## src/rtl/jcc_sequencer_pkg.sv

```systemverilog
// Shared types and constants for the short conditional branch / INTO sequencer.
package jcc_sequencer_pkg;

  typedef enum logic [2:0] {
    S_IDLE     = 3'd0,
    S_DISP     = 3'd1,
    S_EVAL     = 3'd2,
    S_REDIRECT = 3'd3,
    S_TRAP     = 3'd4,
    S_DONE     = 3'd5
  } state_t;

  localparam int FLAG_CF = 0;
  localparam int FLAG_PF = 2;
  localparam int FLAG_ZF = 6;
  localparam int FLAG_SF = 7;
  localparam int FLAG_OF = 11;

  localparam logic [7:0] JCC_BASE = 8'h70;
  localparam logic [7:0] OP_INTO  = 8'hCE;

  typedef struct packed {
    state_t state;
    logic   taken;
  } dbg_t;

  function automatic logic is_jcc(input logic [7:0] op);
    return op[7:4] == JCC_BASE[7:4];
  endfunction

  function automatic logic [15:0] sext8(input logic [7:0] b);
    return {{8{b[7]}}, b};
  endfunction

endpackage

```

## src/rtl/jcc_sequencer_jumptest.sv

```systemverilog
// Condition evaluation for Jcc 0x70-0x7F and INTO; purely combinational.
module jcc_sequencer_jumptest
  import jcc_sequencer_pkg::*;
(
  input  logic [7:0]  opcode,
  input  logic [15:0] flags,
  output logic        taken
);

  logic cf, pf, zf, sf, of_f;
  logic cond;
  logic unused_flags;

  assign cf   = flags[FLAG_CF];
  assign pf   = flags[FLAG_PF];
  assign zf   = flags[FLAG_ZF];
  assign sf   = flags[FLAG_SF];
  assign of_f = flags[FLAG_OF];
  assign unused_flags = ^{flags[15:12], flags[10:8], flags[5:3], flags[1]};

  // opcode[3:1] selects the base test, opcode[0] inverts it
  always_comb begin
    cond = 1'b0;
    case (opcode[3:1])
      3'd0: cond = of_f;
      3'd1: cond = cf;
      3'd2: cond = zf;
      3'd3: cond = cf | zf;
      3'd4: cond = sf;
      3'd5: cond = pf;
      3'd6: cond = sf ^ of_f;
      3'd7: cond = (sf ^ of_f) | zf;
      default: cond = 1'b0;
    endcase
  end

  always_comb begin
    taken = 1'b0;
    if (opcode == OP_INTO) begin
      taken = of_f;
    end else if (is_jcc(opcode)) begin
      taken = cond ^ opcode[0];
    end
  end

endmodule

```

## src/rtl/jcc_sequencer.sv

```systemverilog
// Sequencer for short conditional jumps and INTO: fetch rel8, evaluate, redirect or trap.
// Handshakes: a transfer happens on any cycle where valid/req and ready/ack are both high;
// the request side holds its payload stable until then. fifo_rd_en pops the FWFT head.
module jcc_sequencer
  import jcc_sequencer_pkg::*;
#(
  parameter logic [7:0] INTO_VECTOR = 8'd4
) (
  input  logic        clk,
  input  logic        reset_n,
  input  logic        start,
  input  logic [7:0]  opcode,
  input  logic [15:0] flags,
  input  logic [15:0] ip,
  input  logic        abort,
  input  logic        fifo_empty,
  input  logic [7:0]  fifo_data,
  output logic        fifo_rd_en,
  output logic        redirect_valid,
  input  logic        redirect_ready,
  output logic [15:0] redirect_ip,
  output logic        int_req,
  output logic [7:0]  int_vector,
  input  logic        int_ack,
  output logic        busy,
  output logic        done,
  output logic [15:0] next_ip,
  output dbg_t        dbg
);

  state_t      state_q, state_d;
  logic [7:0]  opcode_q, opcode_d;
  logic [15:0] flags_q, flags_d;
  logic [15:0] ip_q, ip_d;
  logic [7:0]  disp_q, disp_d;
  logic        taken_q, taken_d;
  logic [15:0] redirect_ip_q, redirect_ip_d;
  logic [15:0] next_ip_q, next_ip_d;
  logic        jt_taken;

  jcc_sequencer_jumptest u_jumptest (
    .opcode (opcode_q),
    .flags  (flags_q),
    .taken  (jt_taken)
  );

  always_ff @(posedge clk or negedge reset_n) begin
    if (!reset_n) begin
      state_q       <= S_IDLE;
      opcode_q      <= '0;
      flags_q       <= '0;
      ip_q          <= '0;
      disp_q        <= '0;
      taken_q       <= 1'b0;
      redirect_ip_q <= '0;
      next_ip_q     <= '0;
    end else begin
      state_q       <= state_d;
      opcode_q      <= opcode_d;
      flags_q       <= flags_d;
      ip_q          <= ip_d;
      disp_q        <= disp_d;
      taken_q       <= taken_d;
      redirect_ip_q <= redirect_ip_d;
      next_ip_q     <= next_ip_d;
    end
  end

  always_comb begin
    state_d       = state_q;
    opcode_d      = opcode_q;
    flags_d       = flags_q;
    ip_d          = ip_q;
    disp_d        = disp_q;
    taken_d       = taken_q;
    redirect_ip_d = redirect_ip_q;
    next_ip_d     = next_ip_q;
    case (state_q)
      S_IDLE: begin
        if (start) begin
          opcode_d = opcode;
          flags_d  = flags;
          ip_d     = ip;
          if (is_jcc(opcode)) begin
            state_d = S_DISP;
          end else if (opcode == OP_INTO) begin
            state_d = S_EVAL;
          end else begin
            state_d   = S_DONE;
            next_ip_d = ip;
          end
        end
      end
      S_DISP: begin
        if (!fifo_empty) begin
          disp_d  = fifo_data;
          state_d = S_EVAL;
        end
      end
      S_EVAL: begin
        taken_d = jt_taken;
        if (opcode_q == OP_INTO) begin
          if (jt_taken) begin
            state_d = S_TRAP;
          end else begin
            state_d   = S_DONE;
            next_ip_d = ip_q;
          end
        end else if (jt_taken) begin
          state_d       = S_REDIRECT;
          redirect_ip_d = ip_q + 16'd1 + sext8(disp_q);
        end else begin
          state_d   = S_DONE;
          next_ip_d = ip_q + 16'd1;
        end
      end
      S_REDIRECT: begin
        if (redirect_ready) begin
          state_d   = S_DONE;
          next_ip_d = redirect_ip_q;
        end
      end
      S_TRAP: begin
        if (int_ack) begin
          state_d   = S_DONE;
          next_ip_d = ip_q;
        end
      end
      S_DONE:  state_d = S_IDLE;
      default: state_d = S_IDLE;
    endcase
    // A coincident handshake still completes upstream, but its result is dropped here
    if (abort) begin
      state_d = S_IDLE;
    end
  end

  always_comb begin
    fifo_rd_en     = (state_q == S_DISP) && !fifo_empty;
    redirect_valid = (state_q == S_REDIRECT);
    int_req        = (state_q == S_TRAP);
    int_vector     = (state_q == S_TRAP) ? INTO_VECTOR : 8'd0;
    busy           = (state_q != S_IDLE);
    done           = (state_q == S_DONE);
  end

  assign redirect_ip = redirect_ip_q;
  assign next_ip     = next_ip_q;
  assign dbg         = '{state: state_q, taken: taken_q};

endmodule
```

## config.mk

```make
export PLATFORM = sky130hd
export DESIGN_NAME = jcc_sequencer
export DESIGN_NICKNAME = d
export VERILOG_FILES = /design/src/rtl/jcc_sequencer_pkg.sv /design/src/rtl/jcc_sequencer_jumptest.sv /design/src/rtl/jcc_sequencer.sv
export SDC_FILE = /design/constraint.sdc
export NUM_CORES = 1
export LEC_CHECK = 0
export BUFFER_PORTS_ARGS = -buffer_cell sky130_fd_sc_hd__buf_2
export CAP_MARGIN = 20
export CORE_UTILIZATION = 33
export CTS_BUF_LIST = sky130_fd_sc_hd__clkbuf_8
export CTS_CLUSTER_SIZE = 28
export DETAILED_ROUTE_END_ITERATION = 7
export PLACE_DENSITY = 0.51
export SLEW_MARGIN = 20
export SYNTH_ARGS = -nofsm -noshare
export SYNTH_HDL_FRONTEND = slang
export SYNTH_SLANG_ARGS = --single-unit
```

## constraint.sdc

```tcl
create_clock -name clk -period 3.64 [get_ports clk]
set_input_delay 0.546 -clock clk [delete_from_list [all_inputs] [get_ports clk]]
set_output_delay 0.546 -clock clk [all_outputs]
set_load 0.01 [all_outputs]
```

# Yosys cells after proc, flatten, opt, wreduce, memory -nomap -nowiden
# Index checks and enable logic that the tools add are counted.
# totals
register_bits	80
latch_bits	0
ramBits	0
mem_bits_ro	0
in_bits	55
mem_count	0
# op_classes
n_addsub	2
multipliers	0
div	0
n_lt_le_gt_ge	0
eq_ne	26
n_shift	0
mux	24
bitwise	6
n_reduce_logical	11
# op_table
op	count
$mux W16	8
$pmux W16 S4	1
$mux W3	10
$eq A3 B3 Y1 const B	6
$add A16 B1 Y16 const B	1
$add A16 B16 Y16	1
$eq A8 B8 Y1 const B	2
$pmux W3 S5	1
$eq A3 B2 Y1 const B	4
$eq A4 B3 Y1 const B	2
$ne A2 B2 Y1 const B	4
$pmux W1 S8	1
$reduce_and A7 Y1	1
$eq A3 B1 Y1 const B	2
$logic_not A3 Y1	2
$ne A3 B2 Y1 const B	2
$ne A3 B3 Y1 const B	2
$ne A2 B1 Y1 const B	2
$reduce_and A2 Y1	2
$reduce_and A4 Y1	1
$reduce_bool A4 Y1	1
$mux W1	3
$reduce_and A3 Y1	1
$reduce_bool A3 Y1	1
5 further kinds	8

# Logic depth before layout (Yosys ltp)
# logic_depth
depth_word	10
mapped_depth	12
mapped_depth_nobuf	11

# Hierarchy
# Synthesis repeated with hierarchy kept, for this count alone.
# hier_totals
cells_unflattened	552
area_unflattened_um2	5320.1
# modules_own_cells
module	n_inst	cells_per_inst	area_each_um2	seq_area_each_um2
jcc_sequencer	1	535	5200.0	2102.0
jcc_sequencer_jumptest	1	17	120.1	0.0

# Worst setup path after synthesis
# OpenSTA, ideal clock, no wires.
# synth_path
path_kind	flip-flop to flip-flop
from	reg ip_q[1]
to	reg redirect_ip_q[12], in the netlist redirect_ip[12]
setup_ns	0.064
arrival_time_ns	2.805
required_time_ns	3.576
slack_ns	0.771
path_stages_with_launch	11
period_less_slack_ns	2.869
path_cell_list	dfrtp_1 ha_1 nand3_1 or3_1 xnor2_1 ha_1 nand2_1 o31a_1 or4b_2 a31oi_1 a21o_1
# synth_between
elab_chain_cells	2
# synth_lines
item	line	rtl
from (decl)	jcc_sequencer.sv:34	logic [15:0] ip_q, ip_d;
from (signal assigned)	jcc_sequencer.sv:61	ip_q <= ip_d;
$add A16 B1 Y16	jcc_sequencer.sv:111	redirect_ip_d = ip_q + 16'd1 + sext8(disp_q);
$add A16 B16 Y16	jcc_sequencer.sv:111	
to (signal assigned)	jcc_sequencer.sv:64	redirect_ip_q <= redirect_ip_d;
to (decl)	jcc_sequencer.sv:37	logic [15:0] redirect_ip_q, redirect_ip_d;
# Every way passes these cells.
# A chain may end at the register's enable or synchronous reset.

# Final worst setup path
# layout_path
from	reg ip_q[1]
to	reg redirect_ip_q[14], in the netlist redirect_ip[14]
# Same word-level chain as after synthesis.

==> metrics.yaml <==
overflow: 0
min_period_ns: 3.28
grt_max_degree: 74
hold_viol_final: 0
wirelength_um: 13100
clkLatencyLatePin_ns: 0.38
post_route_cells_drive_above_1_share_pct: 27.5
synth_ff_type: "dfrtp_1"
vias: 4070
fin_util_pct: 38.7
hpwl_um: 9760
syn_area_um2: 4880
synth-seq-cells: 73
stdcell_count: 780
start_util_pct: 33.7
worst_pin_slew_ns: 0.965
ctsHtreeMaxLevel: 3
row_count: 44
crit_path_start_kind: "flip-flop"
io_pins: 104
viasPerCell: 5.22
cts.reportedPaths.clkPinSlew_ns: 0.10
grt_antenna_before_repair: 0
hold_class: "input pin to async pin"
synth-async-reset-ratio_pct: 100
place_inst: 764
cts_sinks: 73
dpl-instance-area_um2: 5410
relSlewSlack_pct: 35.7
nets: 663
drc: 0
antennaDiodeCount: 0
cts_resized: 0
fin_crit_sh_pct: 90.1
fin_skew_ns: 0.0147
p_sw_mw: 2.43
synth_edf_count: 0
synthCells: 522
p_int_mw: 2.88
globalplace.congestion: 0.842
finalSetupViolations: 0
cp.arrival_ns: 3.54
ctsLongestPathBuffers: 2
worstSetupPathType: "flip-flop to flip-flop"
yosysSeqAreaShare_pct: 37.4
cts_root_buf: "clkbuf_8"
yosys_warnings: 0
status: "completed"
grt_util_all_layers_pct: 18.1
drtIter0Drc: 198
synth_area_per_cell_um2: 9.35
cp-end-kind: "flip-flop"
power_leakage_nw: 2.55
sequentialPowerShare_pct: 31.1
finalMaxSlewViolations: 0
core_um2: 14500
grt_first_pass_wirelength_um: 20700
maxCapViolations: 0
die-area_um2: 15300
fmax_mhz: 305
postCtsSetupBuffers: 0
firstDrtPassIters: 4
cts_inserted_buffers: 9
finalSetupTns_ns: 0
hold_buffers: 0
rsz0062_at_grt: "no"
powerDensity_nw_per_um2: 948
nFillCells: 1500
critPathMaxFanout: 6
wire_per_inst_um: 16.8
required_ns: 3.90
syn2layout_area_growth_pct: 14.7
die_y_um: 124
power_frac_comb_pct: 56.9
design_area_um2: 5600
numPortBuffers: 85
switching_share_pct: 45.8
die_w_um: 124
pwr-share-clk_pct: 12.1
first_global_vias: 3930
ir_worst_vdd_mv: 0.370
synth_cell_types: 65
cts_tree: "built"
ant_nets: 0
## kinds of logic (layout without fill, tap and decap cells)
group	after synthesis	in the layout	share of synthesized area (%)
compound gates	149	149	18.6
xor+xnor	34	34	6.10
fa+ha+maj	17	17	4.51
buf+inv	63	131	6.25
flops	73	73	37.4
mux	56	56	12.8
other cells	1	7	0.0768
simple gates	129	129	14.2
## per-layer routing
layer / share of wire (%) / wire, um / GRT usage (%) / vias to the layer above
met5: 0 / 0 / 0 / -
met4: 1.5 / 193 / 5.35 / 0
met3: 4.7 / 618 / 4.99 / 14
met2: 47 / 6140 / 28.2 / 103
met1: 47 / 6130 / 24.4 / 1941
li1: - / - / - / 2012
## cells in the final DEF, fill, tap and decap left out, types with 3 or more instances in the layout
master     netlist  routed
nor2b_1          3       3
o21ai_0         48      48
a21o_1           8       8
buf_2           10      84
a2bb2oi_1        3       3
dfrtp_1         73      73
xor2_1          18      18
a31oi_1          9       9
nor3b_1          4       4
clkbuf_8         0       9
conb_1           1       7
ha_1            16      16
nand4_1          5       5
o21a_1           4       4
a211oi_1         3       3
nand3_1          8       8
nor4_1           3       3
inv_1           23      23
xnor2_1         16      16
nand2b_1         4       4
a21boi_0         5       5
nand2_1         43      43
nor2_1          22      22
mux2_2          43      43
a21oi_1         37      37
buf_4            9       7
mux2i_1         11      10
inv_6            0       6
or3_1            6       6
and3_1           8       8
o22ai_1         10      10
nor3_1           4       4
or4_1            3       3
## critical path, cell delays in order (launching register included)
cell and delay (ns):
dfrtp_1 0.44, ha_1 0.25, nand3_1 0.20, nor3_1 0.52, xor2_1 0.19, ha_1 0.38, o21ai_0 0.17, a22oi_1 0.31
a21oi_1 0.13, a31oi_1 0.21, xor2_1 0.09, mux2_2 0.26
## synth_stat cells (10+ instances only)
cell type  count  area share [%]
dfrtp_1       73              37
o21ai_0       48             4.9
mux2_2        43             9.9
nand2_1       43             3.3
a21oi_1       37             3.8
inv_1         23             1.8
nor2_1        22             1.7
xor2_1        18             3.2
clkbuf_1      16             1.2
ha_1          16             4.1
xnor2_1       16             2.9
mux2i_1       11             2.3
buf_2         10             1.0
o22ai_1       10             1.3
## power by group through the flow
| stage | registers [mW] | clock network [mW] | logic [mW] |
|---|---|---|---|
| after floorplan | 1.53 | 0 | 2.38 |
| after CTS | 1.66 | 0.670 | 3.03 |
| after global routing | 1.73 | 0.713 | 3.36 |
| final | 1.65 | 0.641 | 3.02 |
| after detailed placement | 1.67 | 0 | 3.01 |
| after global placement | 1.66 | 0 | 2.97 |
## metrics by stage
stage	worst slack [ns]	total power [mW]	hold slack [ns]
2_1_floorplan	0.771	3.91	0.250
3_3_place_gp	0.498	4.63	0.490
3_5_place_dp	0.422	4.68	0.491
4_1_cts	0.390	5.36	0.340
5_1_grt	0.0823	5.80	0.352
6_report	0.359	5.31	0.291
## path summary, 6_finish.rpt
path	to	slack, ns	from	cells after the start
hold reg to reg	next_ip[12]	0.51	next_ip[12]	1
setup reg to reg	redirect_ip[14]	0.36	ip_q[1]	11
hold / removal	redirect_ip[12]	0.29	reset_n	1
min in group clk	flags_q[0]	0.36	flags[0]	3
max in group asynchronous	redirect_ip[1]	2.70	reset_n	1
setup / recovery	redirect_ip[14]	0.36	ip_q[1]	11
## final cells by class
class	instances	area (um^2)	share of cell area, %
multi-input cells	392	2780	49.6
well taps	184	230	4.11
clock buffers	9	124	2.21
flip-flops and latches	73	1830	32.6
clock inverters	7	63.8	1.14
inverters	23	86.3	1.54
repair buffers	92	493	8.80
## state kept, by name (all words and copies together), names as in the netlist
register,flops
ip_q,16
next_ip,16
redirect_ip,16
disp_q,8
opcode_q,8
flags_q,5
state_q,3
taken_q,1
Note: power is estimated with default switching activity, not from simulation.
